===== src/rtl/tpu_pkg.sv =====
// Shared types and requantization helper for the accumulator datapath.
// Imported by the drain logic and any other requantizing block.
package tpu_pkg;

    localparam int ACC_W = 32;
    localparam int OUT_W = 16;
    localparam int SHIFT_W = 5;

    localparam logic signed [ACC_W:0] SAT_MAX = 33'sd32767;
    localparam logic signed [ACC_W:0] SAT_MIN = -33'sd32768;

    typedef enum logic [1:0] {
        IDLE,
        RUN,
        DRAIN,
        DONE
    } drain_state_t;

    // Round-half-up right shift in 33 bits, then clamp to int16.
    function automatic logic signed [OUT_W-1:0] sat_round(
        input logic signed [ACC_W-1:0] x,
        input logic [SHIFT_W-1:0] sh
    );
        logic signed [ACC_W:0] xe;
        logic signed [ACC_W:0] half;
        logic signed [ACC_W:0] r;
        xe = {x[ACC_W-1], x};
        half = (ACC_W+1)'(1) << (sh - SHIFT_W'(1));
        if (sh == '0) r = xe;
        else r = (xe + half) >>> sh;
        if (r > SAT_MAX) return SAT_MAX[OUT_W-1:0];
        if (r < SAT_MIN) return SAT_MIN[OUT_W-1:0];
        return r[OUT_W-1:0];
    endfunction

endpackage


===== src/rtl/accum_drain_fifo.sv =====
// Capture FIFO for accumulator rows; push while full is allowed
// only when a pop happens in the same cycle.
module drain_fifo #(
    parameter int WIDTH = 64,
    parameter int DEPTH = 4
) (
    input  logic                       clk,
    input  logic                       reset,
    input  logic                       push,
    input  logic                       pop,
    input  logic [WIDTH-1:0]           din,
    output logic [WIDTH-1:0]           dout,
    output logic                       full,
    output logic                       empty,
    output logic [$clog2(DEPTH):0]     count
);
    localparam int AW = $clog2(DEPTH);
    localparam int CW = AW + 1;

    logic [WIDTH-1:0] mem [DEPTH];
    logic [AW-1:0] wptr;
    logic [AW-1:0] rptr;
    logic do_push;
    logic do_pop;

    assign full = (count == CW'(DEPTH));
    assign empty = (count == '0);
    assign do_pop = pop && !empty;
    assign do_push = push && (!full || do_pop);
    assign dout = mem[rptr];

    always_ff @(posedge clk) begin
        if (reset) begin
            wptr <= '0;
            rptr <= '0;
            count <= '0;
        end else begin
            if (do_push) wptr <= wptr + 1'b1;
            if (do_pop) rptr <= rptr + 1'b1;
            count <= count + CW'(do_push) - CW'(do_pop);
        end
    end

    always_ff @(posedge clk) begin
        if (do_push) mem[wptr] <= din;
    end

endmodule


===== src/rtl/accum_drain.sv =====
// Drains accumulator output pulses through a capture FIFO, requantizes
// each row to int16 pairs and streams it out over valid/ready.
import tpu_pkg::*;

module accum_drain #(
    parameter int FIFO_DEPTH = 4,
    parameter int ROW_W = 8
) (
    input  logic                clk,
    input  logic                reset,
    input  logic                start,
    input  logic [ROW_W-1:0]    num_rows,
    input  logic [SHIFT_W-1:0]  shift_amt,
    input  logic                acc_valid,
    input  logic [ACC_W-1:0]    acc_col0,
    input  logic [ACC_W-1:0]    acc_col1,
    output logic                out_valid,
    input  logic                out_ready,
    output logic [31:0]         out_data,
    output logic                out_last,
    output logic                busy,
    output logic                done,
    output logic                err_overflow
);
    localparam int CW = $clog2(FIFO_DEPTH) + 1;

    drain_state_t state;
    drain_state_t state_n;

    logic [ROW_W-1:0] rows_q;
    logic [ROW_W-1:0] acc_cnt;
    logic [ROW_W-1:0] out_cnt;
    logic [SHIFT_W-1:0] shift_q;
    logic [63:0] head;
    logic full;
    logic empty;
    logic [CW-1:0] count;
    logic take;
    logic push;
    logic load;
    logic xfer;
    logic go;
    logic last_n;
    logic [ROW_W:0] idx;

    drain_fifo #(.WIDTH(64), .DEPTH(FIFO_DEPTH)) u_fifo (
        .clk   (clk),
        .reset (reset),
        .push  (push),
        .pop   (load),
        .din   ({acc_col1, acc_col0}),
        .dout  (head),
        .full  (full),
        .empty (empty),
        .count (count)
    );

    always_comb begin
        state_n = state;
        go = (state == IDLE) && start;
        take = (state == RUN) && acc_valid;
        xfer = out_valid && out_ready;
        load = !empty && (!out_valid || out_ready);
        push = take && (!full || load);
        // Index of the row being loaded; dropped rows end the drain early.
        idx = {1'b0, out_cnt} + (ROW_W+1)'(out_valid) + 1'b1;
        last_n = (idx == {1'b0, rows_q})
              || ((state == DRAIN) && (count == CW'(1)));
        unique case (state)
            IDLE: begin
                if (start) state_n = (num_rows == '0) ? DONE : RUN;
            end
            RUN: begin
                if (take && (acc_cnt == rows_q - 1'b1)) state_n = DRAIN;
            end
            DRAIN: begin
                if (empty && !out_valid) state_n = DONE;
            end
            DONE: state_n = IDLE;
            default: state_n = IDLE;
        endcase
    end

    always_ff @(posedge clk) begin
        if (reset) begin
            state <= IDLE;
            rows_q <= '0;
            shift_q <= '0;
            acc_cnt <= '0;
            out_cnt <= '0;
            err_overflow <= 1'b0;
        end else begin
            state <= state_n;
            if (go) begin
                rows_q <= num_rows;
                shift_q <= shift_amt;
                acc_cnt <= '0;
                out_cnt <= '0;
                err_overflow <= 1'b0;
            end else begin
                if (take) acc_cnt <= acc_cnt + 1'b1;
                if (xfer) out_cnt <= out_cnt + 1'b1;
                if ((take && !push) || ((state == DRAIN) && acc_valid))
                    err_overflow <= 1'b1;
            end
        end
    end

    always_ff @(posedge clk) begin
        if (reset) begin
            out_valid <= 1'b0;
            out_data <= '0;
            out_last <= 1'b0;
        end else if (load) begin
            out_valid <= 1'b1;
            out_data <= {sat_round(head[63:32], shift_q),
                         sat_round(head[31:0], shift_q)};
            out_last <= last_n;
        end else if (xfer) begin
            out_valid <= 1'b0;
            out_last <= 1'b0;
        end
    end

    assign busy = (state != IDLE);
    assign done = (state == DONE);

endmodule

===== config.mk =====
export PLATFORM = sky130hd
export DESIGN_NAME = accum_drain
export DESIGN_NICKNAME = d
export VERILOG_FILES = /design/src/rtl/tpu_pkg.sv /design/src/rtl/accum_drain_fifo.sv /design/src/rtl/accum_drain.sv
export SDC_FILE = /design/constraint.sdc
export NUM_CORES = 1
export LEC_CHECK = 0
export ABC_AREA = 1
export BUFFER_PORTS_ARGS = -buffer_cell sky130_fd_sc_hd__buf_2
export CORE_ASPECT_RATIO = 0.6
export CORE_MARGIN = 8
export CORE_UTILIZATION = 25
export DETAILED_ROUTE_END_ITERATION = 10
export GPL_ROUTABILITY_DRIVEN = 1
export PLACE_DENSITY_LB_ADDON = 0.15
export SLEW_MARGIN = 20
export SYNTH_ARGS = -nofsm -noshare
export SYNTH_HDL_FRONTEND = slang
export SYNTH_HIERARCHICAL = 1
export SYNTH_SLANG_ARGS = --single-unit
export TNS_END_PERCENT = 5

===== constraint.sdc =====
create_clock -name clk -period 7.1 [get_ports clk]
set_clock_uncertainty 0.2 [all_clocks]
set_input_delay 0.355 -clock clk [delete_from_list [all_inputs] [get_ports clk]]
set_output_delay 0.355 -clock clk [all_outputs]
set_load 0.03 [all_outputs]

# ---- Word-level counts from Yosys, hierarchy flattened
# Memories as Yosys holds them, arrays and structs flattened. A register that Yosys moved wholly into a read port is not among the register bits.
# Cells that the tools add are included.
dict set report classes {
  n_eq_ne 10
  addsub 12
  order_cmp 4
  mux 40
  n_shift 3
  reduce_logical 29
}
# cell count
set ops {}
lappend ops {{$mux 33} 6}
lappend ops {{$mux 16} 8}
lappend ops {{$add 32x33->33} 2}
lappend ops {{$gt 33x16->1 const B} 2}
lappend ops {{$lt 33x16->1 const B} 2}
lappend ops {{$sshr 33x5->33} 2}
lappend ops {{$shl 1x5->33 const A} 1}
lappend ops {{$mux 1} 19}
lappend ops {{$add 8x1->8 const B} 2}
lappend ops {{$logic_and 1x1->1} 12}
lappend ops {{$mux 2} 6}
lappend ops {{$add 8x1->9} 1}
lappend ops {{$add 9x1->9 const B} 1}
lappend ops {{$eq 9x8->1} 1}
lappend ops {{$eq 8x8->1} 1}
lappend ops {{$logic_not 8->1} 1}
lappend ops {{$pmux 2 s4} 1}
lappend ops {{$sub 8x1->8 const B} 1}
lappend ops {{$logic_not 5->1} 1}
lappend ops {{$logic_or 1x1->1} 5}
lappend ops {{$sub 5x1->5 const B} 1}
lappend ops {{$add 2x1->2 const B} 2}
lappend ops {{$eq 2x2->1 const B} 2}
lappend ops {{$logic_not 1->1} 4}
lappend ops {{other kinds (12)} 14}
dict set report word_totals {
  inputBits 82
  elab_cells 111
  ramBits 256
  reg_bits 73
  memories 1
}
# memory depth word_bits read_ports rd_clocked_by_memory_dff wr line_no
set memory_table {}
lappend memory_table {u_fifo.mem 4 64 1 1 1 accum_drain_fifo.sv:20} ;# logic [WIDTH-1:0] mem [DEPTH];

# ---- Longest topological paths before layout
# Gate-level depths: netlist of the first run.
dict set report logic_depth {
  ltp_word 16
  depth_mapped 38
  depth_no_buf 35
}

# ---- Cells and area by module
# The synthesis of the first run kept the hierarchy.
# module cells_each area_per_inst_um2 seq_area_each_um2 instances
set by_module_without_submodules {}
lappend by_module_without_submodules {accum_drain 2390 12724.7 1321.3 1}
lappend by_module_without_submodules {drain_fifo 688 9988.3 7867.5 1}

# ---- Worst setup path before layout of the first run
# OpenSTA, ideal clock, no wires.
dict set report synth_path {
  path_kind {register to register}
  start {register u_fifo.count[0]}
  end {memory u_fifo.mem[0][0] (enable)}
  setup_ps 486
  t_arrival_ps 4332
  slack_ps 2081
  synth_period_minus_slack_ps 5019
  required_time_ps 6414
  stages_incl_launch_ff 12
  path_cell_list {dfxtp_1 -> nor2_1 -> nand2_1 -> inv_1 -> inv_1 -> nand2_1 -> inv_1 -> clkbuf_1 -> inv_1 -> nand3_1 -> nand2_1 -> nor2_1}
}
dict set report synth_via {
  elab_chain_cells 8
  elab_cells_between_ends 12
  cone_classes {1 x eq/ne; 2 x mux; 9 x reduce/logical}
}
# element line_no
set synth_lines {}
lappend synth_lines {{start: declaration} accum_drain_fifo.sv:15} ;# output logic [$clog2(DEPTH):0] count
lappend synth_lines {{start signal: assignment} accum_drain_fifo.sv:40} ;# count <= count + CW'(do_push) - CW'(do_pop);
lappend synth_lines {{$logic_not 3->1 (*)} accum_drain_fifo.sv:27} ;# assign empty = (count == '0);
lappend synth_lines {{via empty} accum_drain.sv:36} ;# logic empty;
lappend synth_lines {{$logic_not 1->1 (*)} accum_drain.sv:63} ;# load = !empty && (!out_valid || out_ready);
lappend synth_lines {{$logic_and 1x1->1 (*)} accum_drain.sv:63}
lappend synth_lines {{via load} accum_drain.sv:40} ;# logic load;
lappend synth_lines {{$logic_or 1x1->1 or $logic_and 1x1->1 (tied branches)} {accum_drain.sv:64, accum_drain_fifo.sv:28}}
lappend synth_lines {{$logic_and 1x1->1 or $logic_or 1x1->1 (tied branches)} {accum_drain.sv:64, accum_drain_fifo.sv:29}}
lappend synth_lines {{$logic_and 1x1->1 (*)} accum_drain_fifo.sv:29} ;# assign do_push = push && (!full || do_pop);
lappend synth_lines {{$mux 1 (*)} accum_drain_fifo.sv:45} ;# if (do_push) mem[wptr] <= din;
lappend synth_lines {{$mux 1 (not written as such) (*)} accum_drain_fifo.sv:45}
lappend synth_lines {{end: declaration} accum_drain_fifo.sv:20}
# Mark *: on every way through the listed nets, which the timed path passes. The rest lies on a longest branch.

# ---- Worst setup path after layout of the first run
dict set report layout_path {
  start {register shift_q[0]}
  end {register out_data[16]}
}
dict set report layout_via {
  elab_chain_cells 14
  elab_cells_between_ends 20
  cone_classes {2 x add/sub; 2 x order compare; 2 x shift; 13 x mux; 1 x reduce/logical}
}
# element line_no
set layout_lines {}
lappend layout_lines {{start: declaration} accum_drain.sv:33} ;# logic [SHIFT_W-1:0] shift_q;
lappend layout_lines {{start signal: assignment} accum_drain.sv:96} ;# shift_q <= shift_amt;
lappend layout_lines {{$sub 5x1->5} tpu_pkg.sv:28} ;# half = (ACC_W+1)'(1) << (sh - SHIFT_W'(1));
lappend layout_lines {{$shl 1x5->33} tpu_pkg.sv:28}
lappend layout_lines {{$add 32x33->33} tpu_pkg.sv:30} ;# else r = (xe + half) >>> sh;
lappend layout_lines {{$sshr 33x5->33} tpu_pkg.sv:30}
lappend layout_lines {{$mux 33 (*)} tpu_pkg.sv:29} ;# if (sh == '0) r = xe;
lappend layout_lines {{$mux 33 (*)} accum_drain.sv:114} ;# end else if (load) begin
lappend layout_lines {{$mux 33 (*)} accum_drain.sv:110} ;# if (reset) begin
lappend layout_lines {{$lt 33x16->1} tpu_pkg.sv:32} ;# if (r < SAT_MIN) return SAT_MIN[OUT_W-1:0];
lappend layout_lines {{$mux 1 (2 in a row)} tpu_pkg.sv:32}
lappend layout_lines {{$mux 1} accum_drain.sv:114}
lappend layout_lines {{$mux 1} accum_drain.sv:110}
lappend layout_lines {{$mux 16} tpu_pkg.sv:33} ;# return r[OUT_W-1:0];
lappend layout_lines {{$mux 16 (*)} tpu_pkg.sv:32}
lappend layout_lines {{end signal: assignment} accum_drain.sv:116} ;# out_data <= {sat_round(head[63:32], shift_q),
lappend layout_lines {{end: declaration} accum_drain.sv:19} ;# output logic [31:0] out_data,
# Mark *: on every way between the ends. The rest lies on a longest branch, timed or not. The select of a mux whose other input is x is not followed.
# A chain may end at the register's enable or synchronous reset.

==> metrics.md, run 1 <==
| Metric | Value |
|---|---|
| Setup repair after global routing missed its margin | `false` |
| Warnings from Yosys | `6` |
| Reg-to-reg startpoint | `shift_q[0]` |
| Gp weighted congestion | `0.981` |
| Overall die width | `405 um` |
| Synthesized area per cell | `7.38 um^2` |
| Total number of vias | `21900` |
| CP required | `7320 ps` |
| CP Max Fanout | `42` |
| CTS tree | `yes` |
| Pin count of the biggest net entering global routing | `91` |
| Worst Max-Slew Pin Slew | `1230 ps` |
| Overall die height | `249 um` |
| Result of the run | `finished clean` |
| Number of buffers added by the clock tree synthesis step | `36` |
| Netlist cell types | `55` |
| Depth of the most critical reg-to-reg path | `28` |
| Number of nets at the end of the flow | `3359` |
| Filler cell count | `9777` |
| Skew-Pair Late Insertion Delay | `590 ps` |
| Setup crit end | `out_data[16]` |
| Number of instances in the synthesized netlist | `3078` |
| Cell count after placement | `4315` |
| P_leak | `11.1 nW` |
| Final worst path period need | `6630 ps` |
| Vias per cell | `4.91` |
| Post-layout worst setup margin | `473 ps` |
| Number of antenna-violating nets in the routed design | `0` |
| CP Launch Type | `register` |
| Number of antenna violations at the first check in global routing | `0` |
| Total negative setup slack | `0 ps` |
| Max-capacitance violation count | `0` |
| Number of port buffers | `118` |
| Number of buffers on the longest clock path | `3` |
| Total count of hold-check failures in the final report | `0` |
| Count of state elements after synthesis | `331` |
| Slowest CP cell | `sky130_fd_sc_hd__nor3_1` |
| Total wire length after detailed routing | `91.6 mm` |
| Total power per unit cell area | `417 nW/um^2` |
| Worst slack, placed | `930 ps` |
| Detailed-routing iteration count for the pre-antenna-repair pass | `6` |
| Floorplan Core Area | `89900 um^2` |
| Cell chosen for the clock root | `sky130_fd_sc_hd__clkbuf_16` |
| Initial core utilization | `0.253` |
| Placed wire-length estimate after detailed placement | `71.9 mm` |
| Post-Layout Cell Count | `4462` |
| Number of global-route vias before repair | `20700` |
| Async S/R FF share, synth | `0` |
| Timing startpoint of the critical path | `shift_q[0]` |
| Area Overhead vs Synth | `16.8%` |
| Setup violation total in the final timing report | `0` |
| Final routed wire length divided by cell count | `20.5 um` |
| Proportion of layout cells with a drive suffix above 1 | `0.101` |
| CTS clock-pin slew for the worst setup and hold paths | `80 ps` |
| Full die area | `101000 um^2` |
| Critical path type | `register to register` |
| Sinks on Clock Net | `331` |
| Part of the Yosys area used for sequential elements | `0.405` |
| Placement Rows | `85` |
| Instance area at placement | `24500 um^2` |
| Global-route wire length before repair | `136 mm` |
| Aggregate global routing overflow | `0` |
| Worst hold-check path type | `input pin to register` |
| Number of violations reported at the end of detailed-routing iteration 0 | `2095` |
| Worst-case vdd ir drop | `191 uV` |
| Post-route cell area | `26500 um^2` |
| Setup crit end kind | `register` |
| H-tree depth | `2` |
| Detailed-route DRC error count | `0` |
| Crit path DAT | `6840 ps` |
| Worst setup slack for register-to-register paths | `470 ps` |
| Total routing resource utilization after global routing | `0.176` |
| EDFF count, synth | `256` |
| # IOs | `119` |
| Number of nets in the synthesized netlist | `3222` |
| Max-slew violations | `0` |
| Mapped Area | `22700 um^2` |
| Worst r2r dst | `out_data[16]` |
| Max Freq | `151 MHz` |
| Worst path max stage delay | `1060 ps` |
| Relative max-transition margin | `0.176` |
| Period utilization | `0.933` |
| Dominant synthesized flop cell | `sky130_fd_sc_hd__edfxtp_1` |
==> critical path: cells and delay by family (launching register included) <==
| family | cells | cell delay, ps |
|---|---|---|
| flip-flops | 1 | 340 |
| AND/OR/NAND/NOR | 18 | 3330 |
| adder cells (fa/ha/maj) | 1 | 500 |
| AO/OA/AOI/OAI | 7 | 1710 |
| buffers and inverters | 2 | 380 |
==> where the power goes <==
group	switching [mW]	total, mW	internal [mW]
Combinational	4.74	6.57	1.83
Sequential	0.192	2.53	2.34
Clock	0.837	1.98	1.15
==> placed cells by master, fill, tap and decap left out, types with 6 or more instances in the layout <==
master,n
sky130_fd_sc_hd__nand3_2,13
sky130_fd_sc_hd__a21oi_1,144
sky130_fd_sc_hd__inv_1,277
sky130_fd_sc_hd__nand3_1,429
sky130_fd_sc_hd__o21ai_0,244
sky130_fd_sc_hd__clkbuf_16,38
sky130_fd_sc_hd__ha_1,61
sky130_fd_sc_hd__o211ai_1,23
sky130_fd_sc_hd__buf_2,118
sky130_fd_sc_hd__nor2_2,9
sky130_fd_sc_hd__buf_4,39
sky130_fd_sc_hd__nand4_1,21
sky130_fd_sc_hd__o21ai_1,66
sky130_fd_sc_hd__or2_2,7
sky130_fd_sc_hd__dfxtp_1,68
sky130_fd_sc_hd__xor2_1,37
sky130_fd_sc_hd__o21a_1,11
sky130_fd_sc_hd__nor2_1,333
sky130_fd_sc_hd__nor3_1,30
sky130_fd_sc_hd__nand2_1,669
sky130_fd_sc_hd__o221ai_1,9
sky130_fd_sc_hd__xnor2_1,18
sky130_fd_sc_hd__nand2_2,25
sky130_fd_sc_hd__inv_2,14
sky130_fd_sc_hd__a31oi_1,11
sky130_fd_sc_hd__nand3b_1,8
sky130_fd_sc_hd__dlygate4sd3_1,80
sky130_fd_sc_hd__edfxtp_1,256
sky130_fd_sc_hd__clkbuf_1,7
sky130_fd_sc_hd__nor4_1,6
sky130_fd_sc_hd__a21oi_2,21
sky130_fd_sc_hd__o22ai_1,68
sky130_fd_sc_hd__nor2_4,6
==> final cells by class <==
class	count	area [um^2]	area share
antenna	1	2.50	0.0000943
timing repair buffer	242	1790	0.0675
sequential	331	9200	0.347
clock inverter	20	243	0.00915
multi-input combinational	2312	11700	0.440
clock buffer	46	991	0.0373
tap	1218	1520	0.0574
inverter	292	1100	0.0414
==> what timing repair did <==
action	4_1_cts	5_1_grt
gates resized for setup	0	0
hold buffers	80	0
endpoints found under the hold margin	279	0
setup buffers	0	0
==> layer usage <==
metal,global-route usage,vias to the layer above,share of wire
li1,-,10800,-
met1,0.265,10300,0.50
met2,0.241,715,0.39
met3,0.0504,105,0.088
met4,0.0444,0,0.024
met5,0,-,0
==> worst min-delay path by stage <==
stage / end / start / depth (start not counted)
6_report: shift_q[3] / shift_amt[3] / 3
5_1_grt: shift_q[3] / shift_amt[3] / 3
4_1_cts: state[1] / start / 4
3_5_place_dp: out_data[15] / out_data[15] / 2
3_3_place_gp: out_data[31] / out_data[31] / 2
2_1_floorplan: register / reset / 1
==> logic make-up after synthesis <==
family                     after synthesis  share of synthesized area
and+or+nand+nor                       1567                      0.301
AOI/OAI and AO/OA                      624                      0.155
buffers and inverters                  435                     0.0822
DFF                                    331                      0.405
adders and majority gates               62                     0.0345
xor gates and xnor gates                55                     0.0212
muxes                                    4                    0.00176
==> Yosys cell counts (37+ instances only) <==
| master | instances | area share |
|---|---|---|
| sky130_fd_sc_hd__nand2_1 | 669 | 0.11 |
| sky130_fd_sc_hd__nor2_1 | 337 | 0.056 |
| sky130_fd_sc_hd__inv_1 | 277 | 0.046 |
| sky130_fd_sc_hd__edfxtp_1 | 256 | 0.34 |
| sky130_fd_sc_hd__o21ai_1 | 66 | 0.015 |
| sky130_fd_sc_hd__o22ai_1 | 68 | 0.019 |
| sky130_fd_sc_hd__o21ai_0 | 244 | 0.054 |
| sky130_fd_sc_hd__dfxtp_1 | 75 | 0.066 |
| sky130_fd_sc_hd__ha_1 | 61 | 0.034 |
| sky130_fd_sc_hd__clkbuf_1 | 63 | 0.010 |
| sky130_fd_sc_hd__nand3_1 | 429 | 0.095 |
| sky130_fd_sc_hd__a21oi_1 | 144 | 0.032 |
| sky130_fd_sc_hd__xor2_1 | 37 | 0.014 |
==> flip-flops by register name, indices dropped and copies added, names as in the netlist, named ones only <==
name,cells
out_last,1
u_fifo/rptr,2
err_overflow,1
state,2
rows_q,8
u_fifo/wptr,2
u_fifo/mem,256
acc_cnt,8
out_data,32
u_fifo/count,3
out_valid,1
shift_q,5
out_cnt,8
==> stage by stage <==
| step | hold slack [ps] | util | total power, mW |
|---|---|---|---|
| 3_3_place_gp | 256 | 0.272 | 9.11 |
| 6_report | 33.7 | 0.295 | 11.1 |
| 4_1_cts | 22.3 | 0.295 | 11.1 |
| 5_1_grt | 66.0 | 0.295 | 12.0 |
| 2_1_floorplan | 224 | - | 7.02 |
| 3_5_place_dp | 262 | 0.273 | 9.01 |
Note: power is estimated with default switching activity, not from simulation.
==> run 2, diff against run 1 <==
--- a/config.mk
+++ b/config.mk
@@ -5,14 +5,14 @@
 export SDC_FILE = /design/constraint.sdc
 export NUM_CORES = 1
 export LEC_CHECK = 0
-export ABC_AREA = 1
+export ABC_AREA = 0
 export BUFFER_PORTS_ARGS = -buffer_cell sky130_fd_sc_hd__buf_2
 export CORE_ASPECT_RATIO = 0.6
 export CORE_MARGIN = 8
 export CORE_UTILIZATION = 25
 export DETAILED_ROUTE_END_ITERATION = 10
 export GPL_ROUTABILITY_DRIVEN = 1
-export PLACE_DENSITY_LB_ADDON = 0.15
+export PLACE_DENSITY = 0.38
 export SLEW_MARGIN = 20
 export SYNTH_ARGS = -nofsm -noshare
 export SYNTH_HDL_FRONTEND = slang
==> run 2 against run 1 <==
- first-iteration DRC count rose by 42%
- die area up 5.9%
- sequential power fell by 4%
- critical path depth decreased by 7
- worst hold slack better by 97 ps
- synthesized area rose by 6.2%
- cell area is 10% higher
- routed wire length up 32%
- critical path type unchanged
==> metrics.md, run 2 <==
| Metric | Value |
|---|---|
| Synthesized area per cell | `9.36 um^2 (+27%)` |
| Placed wire-length estimate after detailed placement | `95.7 mm (+33%)` |
| H-tree depth | `2 (unchanged)` |
| Worst Max-Slew Pin Slew | `1110 ps (-116 ps)` |
| Max-capacitance violation count | `0 (unchanged)` |
| Largest registers | `u_fifo/mem: 256 flops, out_data: 32 flops` |
| Placement Rows | `88 (+3.5%)` |
| Count of state elements after synthesis | `331 (unchanged)` |
| Critical path type | `register to register` |
| Number of violations reported at the end of detailed-routing iteration 0 | `2965 (+42%)` |
| Detailed-routing iteration count for the pre-antenna-repair pass | `6 (unchanged)` |
| CTS tree | `yes` |
| Period utilization | `0.962 (+0.0282)` |
| Global-route wire length before repair | `172 mm (+26%)` |
| Skew-Pair Late Insertion Delay | `570 ps (-20 ps)` |
| Total count of hold-check failures in the final report | `0 (unchanged)` |
| Met3 routing resource usage after global routing | `0.0778 (+0.0273)` |
| Proportion of layout cells with a drive suffix above 1 | `0.199 (+0.0977)` |
| Netlist cell types | `110 (+100%)` |
| Gp weighted congestion | `1.01 (+3.4%)` |
| Synth area leader | `sky130_fd_sc_hd__edfxtp_1` |
| Floorplan Core Area | `95900 um^2 (+6.7%)` |
| CP Launch Type | `register` |
| Sinks on Clock Net | `331 (unchanged)` |
| Number of port buffers | `118 (unchanged)` |
| Initial core utilization | `0.252 (-0.00124)` |
| Total number of vias | `23700 (+8.1%)` |
| Setup violation total in the final timing report | `0 (unchanged)` |
| Worst setup slack for register-to-register paths | `270 ps (-200 ps)` |
| Total routing resource utilization after global routing | `0.218 (+0.0422)` |
| Setup crit end kind | `register` |
| Number of antenna violations at the first check in global routing | `7 (+7)` |
| Total power per unit cell area | `371 nW/um^2 (-11%)` |
| Result of the run | `finished clean` |
| Gr busiest metal | `met1` |
| Full die area | `107000 um^2 (+5.9%)` |
| Leading cell types by total area after synthesis | `sky130_fd_sc_hd__edfxtp_1 32%, sky130_fd_sc_hd__mux4_2 7.3%, sky130_fd_sc_hd__dfxtp_1 6.2%, sky130_fd_sc_hd__nand2_1 4.1%, sky130_fd_sc_hd__nor2_1 4.1%` |
| Max-slew violations | `0 (unchanged)` |
| Global-route met2 utilization | `0.295 (+0.0539)` |
| Warnings from Yosys | `6 (unchanged)` |
| P_leak | `10.5 nW (-5.5%)` |
| Overall die width | `417 um (+2.9%)` |
| Area Overhead vs Synth | `21.4%` |
| Mapped Area | `24100 um^2 (+6.2%)` |
| Worst hold-check path type | `input pin to register` |
| Dominant synthesized flop cell | `sky130_fd_sc_hd__edfxtp_1` |
| Commonest non-fill, non-tap cell in the layout | `sky130_fd_sc_hd__nand2_1` |
| Most instantiated cells after synthesis | `266 x sky130_fd_sc_hd__nand2_1, 266 x sky130_fd_sc_hd__nor2_1, 256 x sky130_fd_sc_hd__edfxtp_1, 195 x sky130_fd_sc_hd__a21oi_1, 149 x sky130_fd_sc_hd__clkbuf_1` |
| Total wire length after detailed routing | `121 mm (+32%)` |
| Number of antenna-violating nets in the routed design | `0 (unchanged)` |
| Cell chosen for the clock root | `sky130_fd_sc_hd__clkbuf_16` |
| Worst slack, placed | `-302 ps (-1230 ps)` |
| Hold WS | `131 ps (+97.2 ps)` |
| CP Max Fanout | `20 (-52%)` |
| CTS clock-pin slew for the worst setup and hold paths | `60 ps (-20 ps)` |
| Aggregate global routing overflow | `0 (unchanged)` |
| Part of the Yosys area used for sequential elements | `0.381 (-0.0236)` |
| Commonest non-fill, non-tap cells in the layout | `266 x sky130_fd_sc_hd__nand2_1, 265 x sky130_fd_sc_hd__nor2_1, 256 x sky130_fd_sc_hd__edfxtp_1, 211 x sky130_fd_sc_hd__buf_4, 195 x sky130_fd_sc_hd__a21oi_1` |
| Met1 track demand over resource | `0.327 (+0.0622)` |
| Number of buffers added by the clock tree synthesis step | `37 (+2.8%)` |
| Number of nets in the synthesized netlist | `2721 (-16%)` |
| Max Freq | `146 MHz (-2.9%)` |
| Final routed wire length divided by cell count | `29.1 um (+42%)` |
| # IOs | `119 (unchanged)` |
| Total negative setup slack | `0 ps (unchanged)` |
| Setup repair after global routing missed its margin | `false` |
| Yosys top cell area share | `0.319 (-0.0197)` |
| Number of buffers on the longest clock path | `3 (unchanged)` |
| Overall die height | `257 um (+2.9%)` |
| Total setup buffers inserted after CTS | `0 (unchanged)` |
| Detailed-route DRC error count | `0 (unchanged)` |
| EDFF count, synth | `256 (unchanged)` |
| CP required | `7370 ps (+50 ps)` |
| Pin count of the biggest net entering global routing | `62 (-32%)` |
| Number of instances in the synthesized netlist | `2577 (-16%)` |
| Flip-flop count of the largest register, all copies and words added | `256 (unchanged)` |
| Register with the most flip-flops | `u_fifo/mem` |
| Relative max-transition margin | `0.260 (+0.0840)` |
| Worst-case vdd ir drop | `141 uV (-26%)` |
| Async S/R FF share, synth | `0 (unchanged)` |
| Filler cell count | `10100 (+2.8%)` |
| Final worst path period need | `6830 ps (+200 ps)` |
| Crit path DAT | `7100 ps (+260 ps)` |
| Number of nets at the end of the flow | `2962 (-12%)` |
| Number of global-route vias before repair | `23000 (+11%)` |
| Post-layout worst setup margin | `272 ps (-200 ps)` |
| Vias per cell | `5.69 (+16%)` |
run 2: changes by cell type after synthesis, sizes merged, moves of 83 or more:
cell,previous run,this run
o21ai,310,128
nor2,349,266
nand3,444,72
inv,290,48
clkbuf,66,150
nand2,696,266
run 2: path summary, 6_finish.rpt:
| path | from | to | cells after the start |
|---|---|---|---|
| worst max-delay path | register | out_data[26] | 21 |
| worst min-delay path | start | state[0] | 5 |
| worst max register to register | register | out_data[26] | 21 |
| worst min register to register | out_last | out_last | 2 |
run 2: timing repair:
action / 4_1_cts / 5_1_grt
hold endpoints to repair: 273 / 0
pin swaps: 0 / 0
endpoints found under the setup margin: 15 / 16
hold buffers: 79 / 0
resized for setup: 2 / 9
run 2: critical path, cell delays in order, from the launching register on:
cell and delay, ps:
sky130_fd_sc_hd__dfxtp_4 450, sky130_fd_sc_hd__buf_12 230, sky130_fd_sc_hd__buf_4 210, sky130_fd_sc_hd__mux4_2 650, sky130_fd_sc_hd__ha_1 470, sky130_fd_sc_hd__a21o_1 260, sky130_fd_sc_hd__a31o_2 260, sky130_fd_sc_hd__a211oi_2 300
sky130_fd_sc_hd__o31ai_4 180, sky130_fd_sc_hd__buf_4 240, sky130_fd_sc_hd__a211oi_4 380, sky130_fd_sc_hd__xnor2_1 310, sky130_fd_sc_hd__a221oi_1 250, sky130_fd_sc_hd__a211o_1 340, sky130_fd_sc_hd__mux2i_4 270, sky130_fd_sc_hd__o211ai_1 170
sky130_fd_sc_hd__nor3_1 260, sky130_fd_sc_hd__nand4_1 240, sky130_fd_sc_hd__o41ai_2 320, sky130_fd_sc_hd__buf_4 260, sky130_fd_sc_hd__o21ai_0 140, sky130_fd_sc_hd__a211oi_1 240
run 2: cell type report:
cell class	instances	area (um^2)	area share
timing repair buffer	414	3090	0.105
clock buffer	47	1010	0.0344
antenna	6	15.0	0.000513
tap	1305	1630	0.0558
sequential	331	9210	0.315
inverter	52	195	0.00667
multi-input combinational	1982	13900	0.476
clock inverter	21	206	0.00705
run 2: power by group:
group          total [mW]  internal, mW  switching, mW
Clock                1.96          1.13          0.829
Combinational        6.47          2.18           4.29
Sequential           2.42          2.28          0.143
Total                10.9          5.59           5.26
run 2: per-layer routing:
layer	vias up	share of wire
met3	156	0.11
li1	10400	-
met5	-	0.000083
met1	11900	0.48
met4	2	0.022
met2	1218	0.38
run 2: stage by stage:
step / area, um^2 / cells / utilization / power, mW
after global placement: 27200 / 4005 / 0.284 / 8.74
after detailed placement: 27200 / 4005 / 0.284 / 8.69
after CTS: 29200 / 4152 / 0.304 / 10.8
after floorplan: 24100 / 2577 / - / 6.11
final: 29300 / 4158 / 0.305 / 10.9
after global routing: 29300 / 4152 / 0.305 / 11.4
run 2: cell families (layout without fill, tap and decap cells):
logic type	after synthesis	in the layout	share of synthesized area
DFF	331	331	0.381
xor gates and xnor gates	95	95	0.0345
adders and majority gates	70	70	0.0358
buffers and inverters	264	534	0.0456
muxes	150	150	0.104
AOI/OAI and AO/OA	777	777	0.224
and+or+nand+nor	890	890	0.176
other	0	6	0
